[src/rtl/endat_pos_check.sv]
// endat_pos_check: bit-serial CRC check of EnDat position frames with modular delta output,
// error counting, consecutive-error fault latch and overrun detection.
module endat_pos_check #(
  parameter int POS_W   = 19,
  parameter int ERR_LIM = 4
) (
  input  logic              enc_clk,
  input  logic              rst_n,
  input  logic              enc_valid,
  input  logic [25:0]       enc_pos,
  input  logic [4:0]        crc,
  input  logic              fault_clr,
  output logic              out_valid,
  input  logic              out_ready,
  output logic [25:0]       out_pos,
  output logic [POS_W:0]    out_delta,
  output logic              out_first,
  output logic              crc_err,
  output logic              overrun,
  output logic              fault,
  output logic [15:0]       err_cnt
);
  localparam logic [1:0] S_IDLE  = 2'd0;
  localparam logic [1:0] S_CALC  = 2'd1;
  localparam logic [1:0] S_CHECK = 2'd2;
  localparam logic [1:0] S_OUT   = 2'd3;
  localparam logic [4:0] LAST_BIT = 5'(POS_W - 1);
  localparam logic [3:0] LIM      = 4'(ERR_LIM);

  logic [1:0]       r_state;
  logic             r_vld, r_vld_d, r_arm;
  logic [POS_W-1:0] r_pos, r_prev;
  logic [4:0]       r_crc_rx, r_crc, r_cnt;
  logic [3:0]       r_consec;

  logic             w_edge, w_fb, w_match, w_lim_hit;
  logic [4:0]       w_crc_nx;
  logic [POS_W-1:0] w_diff;
  logic [3:0]       w_consec_nx;
  logic [25:0]      w_pos_ext;

  always_comb begin
    w_edge      = r_vld & ~r_vld_d;
    w_fb        = r_crc[4] ^ r_pos[r_cnt];
    w_crc_nx    = {r_crc[3:0], 1'b0} ^ (w_fb ? 5'b01011 : 5'b00000);
    w_match     = (~r_crc == r_crc_rx);
    w_diff      = r_pos - r_prev;
    w_consec_nx = (r_consec == LIM) ? LIM : r_consec + 4'd1;
    w_lim_hit   = (w_consec_nx == LIM);
    w_pos_ext   = '0;
    w_pos_ext[POS_W-1:0] = r_pos;
  end

  always_ff @(posedge enc_clk or negedge rst_n) begin
    if (!rst_n) begin
      r_state   <= S_IDLE;
      r_vld     <= 1'b0;
      r_vld_d   <= 1'b0;
      r_arm     <= 1'b1;
      r_pos     <= '0;
      r_prev    <= '0;
      r_crc_rx  <= '0;
      r_crc     <= '0;
      r_cnt     <= '0;
      r_consec  <= '0;
      out_valid <= 1'b0;
      out_pos   <= '0;
      out_delta <= '0;
      out_first <= 1'b1;
      crc_err   <= 1'b0;
      overrun   <= 1'b0;
      fault     <= 1'b0;
      err_cnt   <= '0;
    end else begin
      r_vld   <= enc_valid;
      r_vld_d <= r_vld;
      crc_err <= 1'b0;
      if (fault_clr) begin
        fault    <= 1'b0;
        overrun  <= 1'b0;
        r_consec <= '0;
        r_arm    <= 1'b1;
      end
      if (w_edge && r_state != S_IDLE) overrun <= 1'b1;
      case (r_state)
        S_IDLE: if (w_edge) begin
          r_pos    <= enc_pos[POS_W-1:0];
          r_crc_rx <= crc;
          r_crc    <= 5'b11111;
          r_cnt    <= '0;
          r_state  <= S_CALC;
        end
        S_CALC: begin
          r_crc <= w_crc_nx;
          r_cnt <= r_cnt + 5'd1;
          if (r_cnt == LAST_BIT) r_state <= S_CHECK;
        end
        S_CHECK: if (!w_match) begin
          // a mismatch coincident with fault_clr still counts toward the fault
          crc_err  <= 1'b1;
          err_cnt  <= err_cnt + 16'(err_cnt != 16'hFFFF);
          r_consec <= w_consec_nx;
          if (w_lim_hit) fault <= 1'b1;
          r_state  <= S_IDLE;
        end else begin
          r_consec <= '0;
          r_prev   <= r_pos;
          if (fault) begin
            r_arm   <= 1'b1;
            r_state <= S_IDLE;
          end else begin
            out_valid <= 1'b1;
            out_pos   <= w_pos_ext;
            out_first <= r_arm;
            out_delta <= r_arm ? '0 : {w_diff[POS_W-1], w_diff};
            r_arm     <= 1'b0;
            r_state   <= S_OUT;
          end
        end
        default: if (out_ready) begin
          out_valid <= 1'b0;
          r_state   <= S_IDLE;
        end
      endcase
    end
  end
endmodule

[config.mk]
export PLATFORM = sky130hd
export DESIGN_NAME = endat_pos_check
export DESIGN_NICKNAME = d
export VERILOG_FILES = /design/src/rtl/endat_pos_check.sv
export SDC_FILE = /design/constraint.sdc
export NUM_CORES = 1
export LEC_CHECK = 0
export CAP_MARGIN = 20
export CORE_UTILIZATION = 35
export CTS_CLUSTER_DIAMETER = 50
export DETAILED_ROUTE_END_ITERATION = 16
export PLACE_DENSITY = 0.62
export SLEW_MARGIN = 40
export SYNTH_ARGS = -nofsm -noshare
export SYNTH_HDL_FRONTEND = slang
export SYNTH_SLANG_ARGS = --single-unit
[constraint.sdc]
create_clock -name enc_clk -period 4.76 [get_ports enc_clk]
set_input_delay 0.952 -clock enc_clk [delete_from_list [all_inputs] [get_ports enc_clk]]
set_output_delay 0.952 -clock enc_clk [all_outputs]
set_load 0.01 [all_outputs]
## Word-level counts from Yosys, hierarchy flattened

Cells that the tools add are included.

| storage, ports and cells | value |
|---|---|
| register bits | 122 |
| output and inout port bits | 67 |
| word-level logic and storage cells | 92 |
| input bits | 36 |

| operators by class | value |
|---|---|
| add/sub/neg operators | 4 |
| equality and inequality tests | 11 |
| multiplexer cells | 34 |
| reduce and logical (&&, ||, !) cells | 16 |
| bitwise logic cells | 8 |
| magnitude comparators | 1 |

Operators by type and width:

| cell | count |
|---|---|
| $mux 20 | 1 |
| $mux 4 | 5 |
| $pmux 5 s2 | 2 |
| $sub 19x19->19 | 1 |
| $add 16x1->16 | 1 |
| $mux 1 | 16 |
| $ne 16x16->1 const B | 1 |
| $mux 2 | 5 |
| $mux 5 | 2 |
| $reduce_bool 2->1 | 5 |
| $eq 4x3->1 const B | 2 |
| $ne 2x2->1 const B | 4 |
| $reduce_and 2->1 | 4 |
| $lt 5x6->1 const B | 1 |
| $pmux 2 s3 | 1 |
| $reduce_and 3->1 | 2 |
| $add 5x1->5 const B | 1 |
| $bmux 1 s5 | 1 |
| $eq 5x5->1 | 1 |
| $eq 5x5->1 const B | 1 |
| $not 5->5 | 1 |
| $xor 5x4->5 | 1 |
| $add 4x1->4 const B | 1 |
| $not 1->1 | 4 |
| 10 further kinds | 10 |

## Logic depth before layout (Yosys ltp)

| depth | value |
|---|---|
| depth in word-level cells | 6 |
| depth in mapped cells | 9 |
| mapped depth without buffers | 9 |

## Worst setup path before layout

Ideal clock, no wire load.

| path | value |
|---|---|
| path kind | reg2reg |
| start | reg err_cnt[3] |
| end | reg err_cnt[12] |
| path slack | 2.561 ns |
| data required time | 4.628 ns |
| stages on the path, launching flop included | 10 |
| arrival | 2.067 ns |
| cell sequence | dfrtp_1 -> nand3_1 -> nor2_1 -> nand4_1 -> or3_1 -> ha_1 -> ha_1 -> nand3_1 -> nor3_1 -> xor2_1 |

| between the ends | value |
|---|---|
| cells in the longest elaborated chain, start to end | 2 |

Ends and longest elaborated chain:

| what | line | source |
|---|---|---|
| start, declared | 21 | `output logic [15:0] err_cnt` |
| start signal, assigned | 101 | `err_cnt <= err_cnt + 16'(err_cnt != 16'hFFFF);` |
| $ne 16x16->1 | 101 |  |
| $add 16x1->16 * | 101 |  |

Mark *: on every way between the ends. The rest lies on a longest branch, timed or not.
A chain may end at the register's enable or synchronous reset.

## Worst setup path after layout

Ends and elaborated chain as after synthesis.

==> impl_results.md <==
* Synth warn at 0
* Most used flip-flop cell after synthesis: dfrtp_1
* Post-synth top area cell: dfrtp_1
* Setup Buffers After CTS at 0
* Final nets at 789
* RSZ-0062 raised after global routing: no
* Rel. slew slack at 0.547
* H-tree depth at 4
* Internal Power at 0.00308 W
* Initial antenna violation count at 0
* Clock Power Share at 0.270
* #FFs+latches synth at 121
* Critical Path Source Type: register
* Post-route ant nets at 0
* Gate power share at 0.399
* Final hold vios at 0
* Initial Util at 0.356
* Global-route wire length before repair at 24000 um
* Worst R2R End: err_cnt[12]
* Net Sw Frac at 0.376
* Via density at 5.03
* DP Wirelength at 10300 um
* Sequential power share at 0.331
* CP arrival at 2740 ps
* Filler Cells Inserted at 1609
* Final worst path period share at 0.512
* Yosys top cell area share at 0.485
* Flop2flop setup slack at 2320 ps
* Setup-failing EPs final at 0
* Worst-path fanout max at 7
* Min-Delay Endpoint: r_vld_d
* Cts hold-fix bufs at 0
* # DRC at 0
* Total Wirelength at 14400 um
* Count of pins over their slew limit at 0
* Clk slew on worst S/H paths at 60 ps
* Net switching power at 0.00186 W
* CTS sink count at 121
* GRT Total Usage at 0.171
* P&R area growth vs syn at 27.7%
* Worst reg2reg path startpoint: err_cnt[3]
* Number of buffers created by CTS at 17
* Clk root buf: clkbuf_16
* Mapped Avg Cell Area at 9.58 um^2
* Measured slew at the worst slew-check pin at 663 ps
* Syn Std Cell Area at 6140 um^2
* Core Area at 17200 um^2
* Worst Reg2Reg Path Length in Cells at 9
* CP required at 5060 ps
* Fin Clk Skew at 7.43 ps
* Worst Hold Depth at 0
* Pwr Density at 629 nW/um^2
* DR vias at 4860
* Total die area at 18100 um^2
* Worst-Skew Late Latency at 420 ps
* Die Wd at 134 um
* Fraction of registers with async set/reset at 1.00
* Largest net degree at the start of global routing at 46
* Post-synth EDFFs at 0
* LEAKAGE at 3.64 nW
* Max Clock Freq at 410 MHz
* Status: complete, no violations
* Hold Path Class: register to register
* TritonCTS clock tree: done
* CP Capture Type: register
* # Max-Cap Violations at 0
* VDD IR max at 0.326 mV
* WL/cell at 15.0 um
* # IOs at 103
* Synth unique cells at 61
* Synth top area cells: dfrtp_1 (48%), nand2_1 (10%), ha_1 (4.9%)
* Grt ovf at 0
* Final min period at 2440 ps
* Hold path startpoint: r_vld
* Gp weighted congestion at 0.830
* Vias in the first global route at 4860
* Post-layout util at 0.455
* CTS resizes at 0
* Share of layout cells above drive strength 1 at 0.0918
* Post-Syn Instances at 641
* Core Rows at 48
* Number of DRC markers in iteration 0 at 384
* Total negative setup slack at 0 ps
* Clock Tree Buf Depth at 2
* Die Span Y at 134 um
* Kind of critical path: register to register
* Sequential area share after synthesis at 0.493
* Port bufs at 88
* Drt first pass iters at 5
* ANT cells at 0
## layer usage
metal,wire (um),share of wire,global-route usage,up-vias
met3,541,0.037,0.0394,21
met4,253,0.018,0.0743,0
met1,6590,0.46,0.212,2378
met5,0,0,0,-
li1,-,-,-,2360
met2,7060,0.49,0.285,101
## final cells by class
type,count,area (um^2),area share
timing repair buffer,94,923,0.118
sequential,121,3030,0.386
clock inverter,11,145,0.0185
inverter,33,124,0.0158
tap,225,282,0.0359
clock buffer,21,470,0.0600
multi-input combinational,461,2870,0.366
## metrics by stage
step	setup WS, ps	area, um^2	hold slack (ps)	instances	power [W]
after CTS	2310	7850	378	966	0.00496
final	2320	7850	374	966	0.00494
after floorplan	2560	6170	355	647	0.00299
after global placement	2370	7220	365	934	0.00352
after detailed placement	2330	7230	367	934	0.00359
after global routing	2110	7850	390	966	0.00528
## power groups by stage
stage / clock network (W) / logic [W] / registers, W
after floorplan: 0 / 0.00143 / 0.00156
after global routing: 0.00141 / 0.00219 / 0.00169
after detailed placement: 0 / 0.00194 / 0.00165
after global placement: 0 / 0.00189 / 0.00163
after CTS: 0.00136 / 0.00196 / 0.00164
final: 0.00134 / 0.00197 / 0.00163
## cells by family after synthesis
kind of cell               count (synthesis)  synth area share
and+or+nand+nor                          266             0.192
DFF                                      121             0.493
AOI/OAI and AO/OA                        109             0.119
buffers and inverters                     65            0.0464
xor gates and xnor gates                  30            0.0472
adders and majority gates                 25            0.0521
muxes                                     24            0.0495
other                                      1          0.000610
## cell usage in the layout, fill, tap and decap left out, drive strengths merged, types with 7 or more instances in the layout
master	netlist	layout
o21ai	34	34
conb	1	7
o31ai	7	7
nand4	8	8
clkbuf	20	21
o21a	7	7
inv	32	32
nor2b	7	7
nor3	10	10
xnor2	12	12
ha	24	24
mux2	18	18
xor2	16	16
nand3	15	15
dfrtp	119	119
nor2	27	27
nand2	166	166
and3	8	8
a21oi	17	17
clkdlybuf4s50	0	87
buf	12	7
## worst max-delay path, stage by stage (launching register included)
cell,delay (ps)
dfrtp_1,430
nand3_1,140
nor2_1,180
nand4_1,270
or3_1,450
ha_1,210
ha_1,220
nand3_1,190
nor3_1,90
xor2_1,150
## flip-flops by register name (all words and copies together) (netlist names), 2 cells and up
signal and flops:
r_prev 19, r_cnt 5, r_pos 19, r_consec 4, out_delta 19, r_crc_rx 5, r_state 2, out_pos 19
err_cnt 16, r_crc 5
## synthesized netlist by cell type, types with 4 or more instances
cell        n
nand2_1   166
dfrtp_1   119
o21ai_0    34
inv_1      32
nor2_1     27
ha_1       24
clkbuf_1   20
mux2_2     18
a21oi_1    17
xor2_1     16
nand3_1    15
xnor2_1    12
and3_1      8
buf_4       8
nand4_1     8
nor3_1      8
nor2b_1     7
o21a_1      7
o31ai_1     7
a21o_1      5
nand2b_1    5
o41ai_1     5
nor4_1      4
## how the worst max path moves through the flow
stage,cells after the start,startpoint,endpoint
3_3_place_gp,9,err_cnt[3],err_cnt[12]
6_report,9,err_cnt[3],err_cnt[12]
2_1_floorplan,9,err_cnt[3],err_cnt[12]
5_1_grt,9,err_cnt[3],err_cnt[5]
4_1_cts,1,out_first,out_first
3_5_place_dp,9,err_cnt[3],err_cnt[12]
No activity file was read; power rests on OpenSTA's default activity.
